===== src/rtl/joint_stepdir_in_if.sv =====
// Step/direction decoder signal bundle: pin inputs, position preset and the
// decoded position/rate outputs.
interface joint_stepdir_in_if;
  logic               jointEnable;
  logic               STP;
  logic               DIR;
  logic               load;
  logic signed [31:0] loadValue;
  logic signed [31:0] position;
  logic signed [31:0] jointFreqCmd;
  logic               stepPulse;
  logic               rateValid;

  modport master (
    output jointEnable, STP, DIR, load, loadValue,
    input  position, jointFreqCmd, stepPulse, rateValid
  );

  modport slave (
    input  jointEnable, STP, DIR, load, loadValue,
    output position, jointFreqCmd, stepPulse, rateValid
  );
endinterface


===== src/rtl/joint_stepdir_in.sv =====
// Step/direction input decoder: synchronizes and filters STP/DIR, accumulates
// a signed position and converts the measured step period to a generator command.
//
// state    | meaning
// ---------+----------------------------------------------------------
// ST_IDLE  | no reference edge yet (or timed out / disabled); rate = 0
// ST_ARMED | pc counts clocks since the last step; next step gives a rate
module joint_stepdir_in #(
  parameter int unsigned FILTER  = 2,
  parameter int unsigned TIMEOUT = 10_000_000
) (
  input logic               clk,
  input logic               rst,
  joint_stepdir_in_if.slave bus
);

  typedef enum logic {
    ST_IDLE  = 1'b0,
    ST_ARMED = 1'b1
  } state_e;

  localparam int unsigned   FW       = $clog2(FILTER + 2);
  localparam logic [FW-1:0] FLT_LAST = FW'(FILTER);
  localparam logic [31:0]   PC_MAX   = 32'(TIMEOUT);

  logic               stp_s1_q, stp_s2_q;
  logic               dir_s1_q, dir_s2_q;
  logic               stpf_q, stpf_d;
  logic [FW-1:0]      flt_cnt_q, flt_cnt_d;
  logic               step_evt;
  logic signed [31:0] pos_q, pos_d;
  logic               pulse_q, pulse_d;
  logic signed [31:0] cmd_q, cmd_d;
  logic               valid_q, valid_d;
  logic [31:0]        pc_q, pc_d;
  logic [31:0]        half, mag;
  state_e             state_q, state_d;

  // The level flips on the (FILTER+1)th consecutive differing sample, and the
  // step is taken on that same edge, so pin-to-output latency is FILTER+3 clocks.
  always_comb begin
    stpf_d    = stpf_q;
    flt_cnt_d = '0;
    step_evt  = 1'b0;
    if (stp_s2_q != stpf_q) begin
      if (flt_cnt_q == FLT_LAST) begin
        stpf_d   = stp_s2_q;
        step_evt = stp_s2_q & bus.jointEnable;
      end else begin
        flt_cnt_d = flt_cnt_q + 1'b1;
      end
    end
  end

  always_comb begin
    pos_d   = pos_q;
    pulse_d = step_evt;
    if (bus.load) begin
      pos_d = bus.loadValue;
    end else if (step_evt) begin
      pos_d = dir_s2_q ? pos_q + 32'sd1 : pos_q - 32'sd1;
    end
  end

  // Inverse of the generator mapping period = 2(N+1); never emit 0 (= stop).
  assign half = pc_q >> 1;
  assign mag  = (half > 32'd1) ? half - 32'd1 : 32'd1;

  always_comb begin
    state_d = state_q;
    pc_d    = pc_q;
    cmd_d   = cmd_q;
    valid_d = valid_q;
    if (!bus.jointEnable) begin
      state_d = ST_IDLE;
      cmd_d   = '0;
      valid_d = 1'b0;
    end else begin
      case (state_q)
        ST_IDLE: begin
          cmd_d   = '0;
          valid_d = 1'b0;
          if (step_evt) begin
            pc_d    = 32'd1;
            state_d = ST_ARMED;
          end
        end
        ST_ARMED: begin
          if (step_evt) begin
            cmd_d   = dir_s2_q ? $signed(mag) : -$signed(mag);
            valid_d = 1'b1;
            pc_d    = 32'd1;
          end else if (pc_q >= PC_MAX) begin
            cmd_d   = '0;
            valid_d = 1'b0;
            state_d = ST_IDLE;
          end else begin
            pc_d = pc_q + 32'd1;
          end
        end
        default: state_d = ST_IDLE;
      endcase
    end
  end

  always_ff @(posedge clk or posedge rst) begin
    if (rst) begin
      stp_s1_q  <= 1'b0;
      stp_s2_q  <= 1'b0;
      dir_s1_q  <= 1'b0;
      dir_s2_q  <= 1'b0;
      stpf_q    <= 1'b0;
      flt_cnt_q <= '0;
      pos_q     <= '0;
      pulse_q   <= 1'b0;
      cmd_q     <= '0;
      valid_q   <= 1'b0;
      pc_q      <= '0;
      state_q   <= ST_IDLE;
    end else begin
      stp_s1_q  <= bus.STP;
      stp_s2_q  <= stp_s1_q;
      dir_s1_q  <= bus.DIR;
      dir_s2_q  <= dir_s1_q;
      stpf_q    <= stpf_d;
      flt_cnt_q <= flt_cnt_d;
      pos_q     <= pos_d;
      pulse_q   <= pulse_d;
      cmd_q     <= cmd_d;
      valid_q   <= valid_d;
      pc_q      <= pc_d;
      state_q   <= state_d;
    end
  end

  assign bus.position     = pos_q;
  assign bus.jointFreqCmd = cmd_q;
  assign bus.stepPulse    = pulse_q;
  assign bus.rateValid    = valid_q;

endmodule


===== src/flat_wrapper.sv =====
// flat-port wrapper written by rule: the top's interface ports become plain ports
module joint_stepdir_in_flat 
#(
  parameter int unsigned FILTER  = 2,
  parameter int unsigned TIMEOUT = 10_000_000
)
  (clk, rst, bus_jointEnable, bus_STP, bus_DIR, bus_load, bus_loadValue, bus_position, bus_jointFreqCmd, bus_stepPulse, bus_rateValid);
  joint_stepdir_in_if bus_i ();
  input logic clk;
  input logic rst;
  input wire logic [$bits(bus_i.jointEnable)-1:0] bus_jointEnable;
  input wire logic [$bits(bus_i.STP)-1:0] bus_STP;
  input wire logic [$bits(bus_i.DIR)-1:0] bus_DIR;
  input wire logic [$bits(bus_i.load)-1:0] bus_load;
  input wire logic [$bits(bus_i.loadValue)-1:0] bus_loadValue;
  output wire logic [$bits(bus_i.position)-1:0] bus_position;
  output wire logic [$bits(bus_i.jointFreqCmd)-1:0] bus_jointFreqCmd;
  output wire logic [$bits(bus_i.stepPulse)-1:0] bus_stepPulse;
  output wire logic [$bits(bus_i.rateValid)-1:0] bus_rateValid;
  assign bus_i.jointEnable = bus_jointEnable;
  assign bus_i.STP = bus_STP;
  assign bus_i.DIR = bus_DIR;
  assign bus_i.load = bus_load;
  assign bus_i.loadValue = bus_loadValue;
  assign bus_position = bus_i.position;
  assign bus_jointFreqCmd = bus_i.jointFreqCmd;
  assign bus_stepPulse = bus_i.stepPulse;
  assign bus_rateValid = bus_i.rateValid;
  joint_stepdir_in #(.FILTER(FILTER), .TIMEOUT(TIMEOUT)) u_core (.clk(clk), .rst(rst), .bus(bus_i));
endmodule

===== config.mk =====
export PLATFORM = sky130hd
export DESIGN_NAME = joint_stepdir_in_flat
export DESIGN_NICKNAME = d
export VERILOG_FILES = /design/src/rtl/joint_stepdir_in_if.sv /design/src/rtl/joint_stepdir_in.sv /design/src/flat_wrapper.sv
export SDC_FILE = /design/constraint.sdc
export NUM_CORES = 1
export LEC_CHECK = 0
export CELL_PAD_IN_SITES_DETAIL_PLACEMENT = 0
export CELL_PAD_IN_SITES_GLOBAL_PLACEMENT = 1
export CORE_MARGIN = 2
export CORE_UTILIZATION = 44
export DETAILED_ROUTE_END_ITERATION = 8
export GPL_TIMING_DRIVEN = 0
export PLACE_DENSITY = 0.84
export SYNTH_ARGS = -nofsm -noshare
export SYNTH_HDL_FRONTEND = slang
export SYNTH_SLANG_ARGS = --single-unit
export TNS_END_PERCENT = 20

===== constraint.sdc =====
create_clock -name clk -period 12.6 [get_ports clk]
set_clock_uncertainty 0.15 [all_clocks]
set_input_delay 1.89 -clock clk [delete_from_list [all_inputs] [get_ports clk]]
set_output_delay 1.89 -clock clk [all_outputs]
set_load 0.03 [all_outputs]

==> summary.md, run 1 <==
| Metric | Value |
|---|---|
| Largest net degree at the start of global routing | between 60 and 70 |
| Endpoints failing setup | 0 |
| Largest fanout on the critical path | 10 |
| # DRC | 0 |
| Power Total | 1.44 mW |
| # fillers | ~1700 |
| Hold slack | between 150 and 200 ps |
| Synth top cells by count | 108 x nand2_1, 106 x dfrtp_1, 101 x nor2_1, 71 x o21ai_0, 58 x a21oi_1 |
| Final Net Count | approximately 1200 |
| Worst setup SP type | primary input |
| Final Hold Viols | 0 |
| First-pass GRT wire length | approximately 36000 um |
| Vias in the first global route | about 7000 |
| Final min period | about 4800 ps |
| M1 WL | ~10000 um |
| Clk slew on worst S/H paths | ~70 ps |
| Row Count | 48 |
| Final wirelength | roughly 22000 um |
| Detail Route Antenna Nets | 0 |
| Number of gates on the worst path with buffers counted | 8 |
| # clock sinks | ~110 |
| Synthesis Warnings | 0 |
| Hold Path Stages | 0 |
| Gr usage total | between 20% and 30% |
| Synth top area share | ~34% |
| Worst hold-check path type | flip-flop to flip-flop |
| FF-to-FF path depth | 14 |
| Avg WL per Cell | 16.6 um |
| Worst R2R Setup Slack | about 8000 ps |
| Initial antenna violation count | 0 |
| Hold Buf Count CTS | 0 |
| Metal2 WL | about 10000 um |
| Syn_area_per_cell | 8.14 um^2 |
| Peak supply drop | between 0.06 and 0.07 mV |
| Core ar. | approximately 0.017 mm^2 |
| Die H | roughly 140 um |
| Area share of fa/ha/maj cells after synthesis | ~6% |
| XOR/XNOR Fraction of Synth Area | around a tenth |
| Synthesized Nets | 1036 |
| Synthesized area | 0.00783 mm^2 |
| Post-synth top flop | dfrtp_1 |
| Initial core utilization | 45.1% |
| Register area share after synthesis | 33.9% |
| Setup crit end | u_core.pc_q[11] |
| Buffers on Ports | approximately 100 |
| Root Buffer | clkbuf_16 |
| Mux share of post-synthesis cell area | around 1.6% |
| H-tree depth | 3 |
| Worst slew margin relative to its limit | approximately 36% |
| Gates resized, CTS repair | 0 |
| Post-synth ARST share | 100% |
| Compound-cell area share of the yosys netlist | around 20% |
| Pwr/cell area | 151 mW/mm^2 |
| Synth top area cells | dfrtp_1 34%, ha_1 5.8%, xnor2_1 5.4%, nand2_1 5.2%, nor2_1 4.8% |
| CP max-delay cell | clkbuf_1 |
| Final setup TNS | 0 ps |
| Detailed-route via count | roughly 7300 |
| Total grt overflow | 0 |
| CP peak stage delay | roughly 700 ps |
| Routed vias/inst | ~5.6 |
| Number of enable flip-flop cells after synthesis | 0 |
| Iter 0 DRT Violations | 379 |
| Largest family of logic cells by synthesized area | simple AND/OR/NAND/NOR gates |
| Most Frequent Cell on Critical Path | clkbuf_1 |
| Met3 wire len | approximately 1200 um |
| CTS tree | yes |
| Top layer in use | met4 |
| # IOs | around 100 |
| Full die area | approximately 0.019 mm^2 |
| Synth Register Bits | ~110 |
| Final period util | a little under two fifths |
| DRT Pass-1 Iters | 7 |
| Setup Fix Bufs, Post-CTS | 0 |
| TritonCTS Buffers | 9 |
| Setup crit end kind | flip-flop |
| Reg2reg end | u_core.bus.jointFreqCmd[20] |
| Distinct cells, synth | 70 |
| Die Width | ~140 um |
| Crit. Startpoint | bus_jointEnable |
| Worst path bufs/invs | 5 |
| CTS Buffer Depth | 2 |
| Critical path cell sequence | clkdlybuf4s50_1, nand3_1, or2_2, inv_1, clkbuf_1, clkbuf_1, buf_1, nor2_1 |
| RSZ-0062 raised after global routing | false |
| Fmax | roughly 210 MHz |
| Detailed Place HPWL | approximately 17000 um |
| Synth Area in Simple Gates | between 20% and 30% |
| Slew Limit Fails | 0 |
| Area growth from synthesis to layout | 21.4% |
| Clock Latency Late Sink | between 300 and 400 ps |
| Max-cap violation count | 0 |
| Status | completed |
| Critical path's top delay family | buffers and inverters |
| Slew @ Worst Pin | 955 ps |
| Area leader, netlist | dfrtp_1 |
| Layout cells sized above 1 | approximately 4.3% |
| Leading cell type by number of instances after synthesis | nand2_1 |
| Final GP Congestion | ~0.9 |
| Worst setup path category | primary input to flip-flop |
| Critical path arrival | between 4000 and 5000 ps |
| Leakage | ~4.1 nW |
| Reg-to-reg startpoint | u_core.pc_q[8] |
| Crit path required time | about 13000 ps |
| N_diodes | 0 |
| Cells after Synth | ~960 |
| Hold path start | u_core.dir_s1_q |
-- worst min path at each step --
| stage | slack [ps] | endpoint |
|---|---|---|
| floorplan | 180 | u_core.dir_s2_q |
| global placement | 180 | u_core.dir_s2_q |
| global route | 210 | u_core.dir_s2_q |
| detailed placement | 180 | u_core.dir_s2_q |
| finish | 200 | u_core.dir_s2_q |
| CTS | 200 | u_core.dir_s2_q |
-- power by group --
group,internal [mW],switching [mW],total (mW)
Combinational,0.282,0.424,0.705
Clock,0.194,0.132,0.326
Sequential,0.369,0.0359,0.405
-- metal layers --
metal	vias to the layer above	global-route usage, %
met3	23	3.46
met5	-	0
met2	231	40.4
met4	0	7.22
li1	3652	-
met1	3427	31.7
-- placed cells by master, fill, tap and decap left out, types with 9 or more instances in the layout --
| master | count |
|---|---|
| o21ai_0 | 71 |
| a21oi_1 | 58 |
| and3_1 | 11 |
| ha_1 | 36 |
| nor4_1 | 12 |
| clkbuf_1 | 54 |
| nand3_1 | 33 |
| xor2_1 | 39 |
| a31oi_1 | 17 |
| nor2_1 | 101 |
| clkbuf_16 | 9 |
| inv_1 | 18 |
| nand4_1 | 18 |
| nor3_1 | 17 |
| a22o_1 | 10 |
| clkdlybuf4s50_1 | 103 |
| dfrtp_1 | 106 |
| nand2_1 | 108 |
| o21ai_1 | 11 |
| o21a_1 | 11 |
| or3_1 | 16 |
| a21o_1 | 19 |
| xnor2_1 | 48 |
| and2_1 | 16 |
-- worst reg2reg max path, cell delays in order, from the launching register on --
cell and delay [ps]:
dfrtp_1 360, clkbuf_1 200, nor4_2 790, nand4_1 300, nor4_2 810, clkbuf_1 500
nor2_1 140, ha_1 200, clkbuf_1 210, o21a_1 230, o21a_2 170, and2_1 170
nor2_1 140, xor2_1 180, o21ai_1 70
-- layout make-up --
type	count	area, um^2	share of cell area, %
buffer	63	258	2.71
sequential	106	2650	27.9
multi-input combinational	772	4840	50.9
timing repair buffer	104	1060	11.1
clock inverter	5	103	1.08
clock buffer	11	233	2.45
inverter	20	77.6	0.816
tap	225	282	2.96
-- through the flow --
stage / cells / area [um^2] / worst slack (ps) / utilization, %
floorplan: 961 / 7830 / 7770 / -
global placement: 1289 / 9140 / 6090 / 52.7
detailed placement: 1290 / 9170 / 7400 / 52.8
CTS: 1306 / 9500 / 7760 / 54.8
global route: 1306 / 9500 / 7370 / 54.8
finish: 1306 / 9500 / 7810 / 54.8
-- sequential cells by signal, summed over array words and instances, names as in the netlist, 2 cells and up --
signal / count
u_core.bus.jointFreqCmd: 32
u_core.pc_q: 32
u_core.flt_cnt_q: 2
u_core.bus.position: 32
-- kinds of logic after synthesis --
family          count (synthesis)
mux                            12
fa+ha+maj                      37
flops                         106
xor+xnor                       87
simple gates                  384
buf+inv                        83
compound gates                252
Note: power is estimated with default switching activity, not from simulation.
==> run 2, diff against run 1 <==
CORE_UTILIZATION = 38   (was 44)
PLACE_DENSITY = 0.77   (was 0.84)
clock period = 3.9 ns   (was 12.6 ns; I/O delays follow)
==> summary.md, run 2 (synthesized netlist as in run 1, its figures left out) <==
| Metric | Value |
|---|---|
| Status | completed |
| First-pass GRT wire length | ~37000 um |
| Fmax | 265 MHz |
| Critical path arrival | slightly below 4000 ps |
| Hold Buf Count CTS | 0 |
| Initial core utilization | between 30% and 40% |
| Reg2reg end | u_core.bus.jointFreqCmd[31] |
| Row Count | 52 |
| Vias in the first global route | 6921 |
| Iter 0 DRT Violations | 447 |
| Root Buffer | clkbuf_16 |
| Power Total | 4.61 mW |
| Final WS setup | approximately 130 ps |
| DP Worst Slack | -1020 ps |
| H-tree depth | 3 |
| Total grt overflow | 0 |
| Area growth from synthesis to layout | 25.4% |
| Setup crit end kind | flip-flop |
| CTS tree | yes |
| Pwr/cell area | 470 mW/mm^2 |
| Worst setup SP type | flip-flop |
| Max-cap violation count | 0 |
| # fillers | roughly 2000 |
| Worst hold-check path type | flip-flop to flip-flop |
| Worst R2R Setup Slack | about 130 ps |
| Die Width | 148 um |
| Clock Latency Late Sink | about 360 ps |
| Worst setup path category | flip-flop to flip-flop |
| Hold slack | 205 ps |
| CTS Buffer Depth | 2 |
| # DRC | 0 |
| Detailed Place HPWL | about 17000 um |
| Final period util | a little over nine tenths |
| Reg-to-reg startpoint | u_core.pc_q[2] |
| Full die area | about 0.022 mm^2 |
| N_diodes | 0 |
| Detail Route Antenna Nets | 0 |
| Clk slew on worst S/H paths | roughly 80 ps |
| Most frequent cells in the layout | 108 x nand2_1, 105 x dfrtp_1, 103 x clkdlybuf4s50_1 |
| Hold endpoint | u_core.stp_s2_q |
| Peak supply drop | ~0.24 mV |
| Worst slew margin relative to its limit | between 30 and 40% |
| Hold path start | u_core.stp_s1_q |
| Core ar. | between 0.02 and 0.025 mm^2 |
| # clock sinks | ~110 |
| Initial antenna violation count | 0 |
| FF-to-FF path depth | 12 |
| Avg WL per Cell | 16.2 um |
| Final Hold Viols | 0 |
| Endpoints failing setup | 0 |
| Leakage | about 4.2 nW |
| Fin util | between 40 and 50% |
| Slew Limit Fails | 0 |
| DRT Pass-1 Iters | 5 |
| Final GP Congestion | roughly 0.88 |
| Commonest non-fill, non-tap cell in the layout | nand2_1 |
| Final Net Count | roughly 1200 |
| TritonCTS Buffers | 9 |
| Buffers on Ports | ~100 |
| Gr usage total | approximately a fifth |
| Slew @ Worst Pin | about 900 ps |
| Largest fanout on the critical path | 8 |
| Largest net degree at the start of global routing | between 60 and 70 |
| Hold Path Stages | 0 |
| Detailed-route via count | 7344 |
| Layout cells sized above 1 | 8.64% |
| Crit path required time | approximately 4000 ps |
| Routed vias/inst | roughly 5.4 |
| # IOs | ~100 |
| Final wirelength | 22000 um |
| Die H | 148 um |
| Final min period | 3770 ps |
run 2: changes by cell type in the layout (fill, tap and decap cells not counted), moves of 3 or more:
cell | previous run | this run
buf_4 | 0 | 11
bufinv_16 | 3 | 0
clkbuf_1 | 54 | 42
nor4_4 | 1 | 4
ha_1 | 36 | 32
a21oi_1 | 58 | 55
ha_2 | 0 | 3
clkinv_4 | 0 | 3
a21oi_2 | 0 | 3
nor4_1 | 12 | 9
run 2: area by class of cell:
class | instances | area, um^2 | area share, %
buffer | 56 | 245 | 2.50
clock buffer | 10 | 229 | 2.33
clock inverter | 6 | 43.8 | 0.446
inverter | 20 | 81.3 | 0.829
multi-input combinational | 772 | 5030 | 51.3
sequential | 106 | 2650 | 27.0
tap | 270 | 338 | 3.44
timing repair buffer | 117 | 1180 | 12.0
timing repair inverter | 1 | 7.51 | 0.0765
run 2: worst max-delay path by stage:
stage	slack, ps	cells past startpoint	from	end
6_report	130	12	u_core.pc_q[2]	u_core.bus.jointFreqCmd[31]
5_1_grt	-10	14	u_core.dir_s2_q	u_core.bus.position[31]
4_1_cts	-30	14	u_core.dir_s2_q	u_core.bus.position[31]
3_5_place_dp	-1020	14	u_core.dir_s2_q	u_core.bus.position[31]
3_3_place_gp	-1410	2	rst	u_core.pc_q[1]
2_1_floorplan	60	14	u_core.dir_s2_q	u_core.bus.position[31]
run 2: critical path, cell delays in order (launching register included):
cell and delay [ps]:
dfrtp_1 460, or4_4 560, buf_6 150, or3_1 330, buf_2 170, o31a_1 260
or4b_4 570, nor3_2 170, o21ai_1 150, nor3_2 250, a31oi_1 120, xnor2_1 210
o21ai_1 70
run 2: where the power goes:
group | switching, mW | internal (mW) | leakage, nW
sequential | 0.116 | 1.19 | 1.39
clock | 0.446 | 0.436 | 0.132
combinational | 1.42 | 0.994 | 2.65
run 2: timing repair:
| item | CTS | global route |
|---|---|---|
| setup buffers | 3 | 10 |
| gates cloned | 1 | 0 |
| endpoints found under the setup margin | 47 | 30 |
| gates resized for setup | 19 | 30 |
| pin swaps | 1 | 5 |
run 2: layer usage:
metal / global-route usage, % / wire [um] / vias up
met5: 0 / 0 / -
met4: 5.82 / 335 / 0
met3: 3.02 / 1090 / 24
met2: 33.2 / 10100 / 190
met1: 29.2 / 10400 / 3458
li1: - / - / 3672
run 2: metrics by stage:
stage / TNS, ps / area, um^2 / instances
6_report: 0 / 9810 / 1358
5_1_grt: -14.8 / 9810 / 1358
4_1_cts: -28.7 / 9620 / 1353
3_5_place_dp: -21080 / 9230 / 1335
3_3_place_gp: -168240 / 9200 / 1334
2_1_floorplan: 0 / 7830 / 961
==> run 3, diff against run 2 <==
CORE_MARGIN = 10   (was 2)
==> summary.md, run 3 (synthesized netlist as in run 1, its figures left out) <==
| Metric | Value |
|---|---|
| Status | completed |
| Worst setup path category | flip-flop to flip-flop |
| Detailed Place HPWL | 17700 um |
| RSZ-0062 raised after global routing | false |
| Max-cap violation count | 0 |
| N_diodes | 0 |
| Placed Instances | about 1300 |
| Routed vias/inst | between 5 and 6 |
| Leakage | approximately 4.2 nW |
| Core ar. | just over 0.02 mm^2 |
| Die Width | roughly 160 um |
| Fmax | approximately 270 MHz |
| Most frequent cells in the layout | 108 x nand2_1, 104 x dfrtp_1, 103 x clkdlybuf4s50_1 |
| Number of gates on the worst path with buffers counted | 13 |
| CTS tree | yes |
| Worst setup SP type | flip-flop |
| Slew Limit Fails | 0 |
| Most Frequent Cell on Critical Path | o21a_2 |
| H-tree depth | 3 |
| Layout cells sized above 1 | around 7.7% |
| Final WS setup | 168 ps |
| Total grt overflow | 0 |
| Initial antenna violation count | 0 |
| Final setup TNS | 0 ps |
| TritonCTS Buffers | 9 |
| Row Count | 52 |
| Commonest non-fill, non-tap cell in the layout | nand2_1 |
| CTS Buffer Depth | 2 |
| Endpoints failing setup | 0 |
| Final Hold Viols | 0 |
| Initial core utilization | between 30% and 40% |
| Setup crit end kind | flip-flop |
| # DRC | 0 |
| Root Buffer | clkbuf_16 |
| Worst path bufs/invs | 2 |
| Final Net Count | 1158 |
| Worst slew margin relative to its limit | roughly 38% |
| Clock Latency Late Sink | about 350 ps |
| Die H | approximately 160 um |
| Full die area | 0.0267 mm^2 |
| Buffers on Ports | around 100 |
| # IOs | around 100 |
| Critical path arrival | between 3000 and 4000 ps |
| Hold Path Stages | 0 |
| Iter 0 DRT Violations | approximately 390 |
| Clk slew on worst S/H paths | 70 ps |
| Area growth from synthesis to layout | 25.0% |
| CP max-delay cell | or4_4 |
| Gr usage total | between 10% and 20% |
| Critical path cell sequence | clkbuf_1, nor4_4, nand3_2, buf_2, or4_4, nand2b_1, ha_4, o21a_2, o21a_2, and2_1, a31oi_1, xnor2_1, o21ai_1 |
| Final min period | between 3000 and 4000 ps |
| DP Worst Slack | -931 ps |
| DRT Pass-1 Iters | 5 |
| # clock sinks | between 100 and 150 |
| First-pass GRT wire length | 37300 um |
| Worst hold-check path type | flip-flop to flip-flop |
| Peak supply drop | ~0.26 mV |
| Final Non-Filler Cells | ~1400 |
| Pwr/cell area | about 470 mW/mm^2 |
| Detailed-route via count | slightly above 7000 |
| Crit path required time | around 4000 ps |
| Final period util | a little over nine tenths |
| Power Total | roughly 4.6 mW |
| Slew @ Worst Pin | between 900 and 1000 ps |
| Vias in the first global route | ~7100 |
| Critical path's top delay family | simple AND/OR/NAND/NOR gates |
| Hold slack | about 210 ps |
| FF-to-FF path depth | 13 |
| Avg WL per Cell | around 17 um |
| CP peak stage delay | 630 ps |
| Largest fanout on the critical path | 11 |
| Detail Route Antenna Nets | 0 |
| Largest net degree at the start of global routing | 58 |
| Final GP Congestion | 0.899 |
| Final wirelength | ~23000 um |
[run 3: changes by cell type in the layout (fill, tap and decap cells not counted), moves of 2 or more]
cell / change
a21oi_1: +3
a21oi_2: -3
buf_4: -2
clkbuf_1: +3
clkinv_2: -2
ha_1: +2
ha_2: -2
[run 3: power breakdown]
part	switching [mW]	internal [mW]
combinational	1.42	0.989
clock	0.429	0.455
sequential	0.113	1.20
total	1.97	2.64
[run 3: path summary, 6_finish.rpt]
kind	slack (ps)	from	end
max in group asynchronous	2320	rst	u_core.pc_q[1]
max	170	u_core.pc_q[12]	u_core.bus.jointFreqCmd[28]
min	210	u_core.stp_s1_q	u_core.stp_s2_q
min in group asynchronous	560	rst	u_core.bus.position[23]
max reg2reg	170	u_core.pc_q[12]	u_core.bus.jointFreqCmd[28]
min reg2reg	210	u_core.stp_s1_q	u_core.stp_s2_q
[run 3: final cells by class]
cell class | instances | area (um^2)
Clock inverter | 3 | 25.0
Buffer | 58 | 251
Clock buffer | 13 | 250
Fill cell | 2027 | 10500
Tap cell | 270 | 338
Multi-Input combinational cell | 772 | 5010
Timing Repair Buffer | 115 | 1170
Inverter | 20 | 81.3
Sequential cell | 106 | 2660
Timing Repair inverter | 1 | 7.51
[run 3: stage by stage]
stage | util (%) | area, um^2
floorplan | - | 7830
finish | 48.3 | 9780
global route | 48.3 | 9780
detailed placement | 45.6 | 9230
global placement | 45.5 | 9200
CTS | 47.6 | 9640
[run 3: layer usage]
layer	up-vias	part of all wire, %	GRT usage, %	routed length [um]
li1	3677	-	-	-
met1	3409	47	22.0	10700
met4	0	1.0	4.39	240
met3	14	6.2	4.25	1430
met5	-	0	0	0
met2	147	46	28.3	10600
[run 3: timing repair]
| action | 4_1_cts | 5_1_grt |
|---|---|---|
| pin swaps | 1 | 6 |
| endpoints found under the hold margin | 0 | 0 |
| setup endpoints to repair | 46 | 19 |
| cloned | 1 | 0 |
| hold buffers | 0 | 0 |
| buffers inserted | 6 | 5 |
| resized for setup | 19 | 25 |
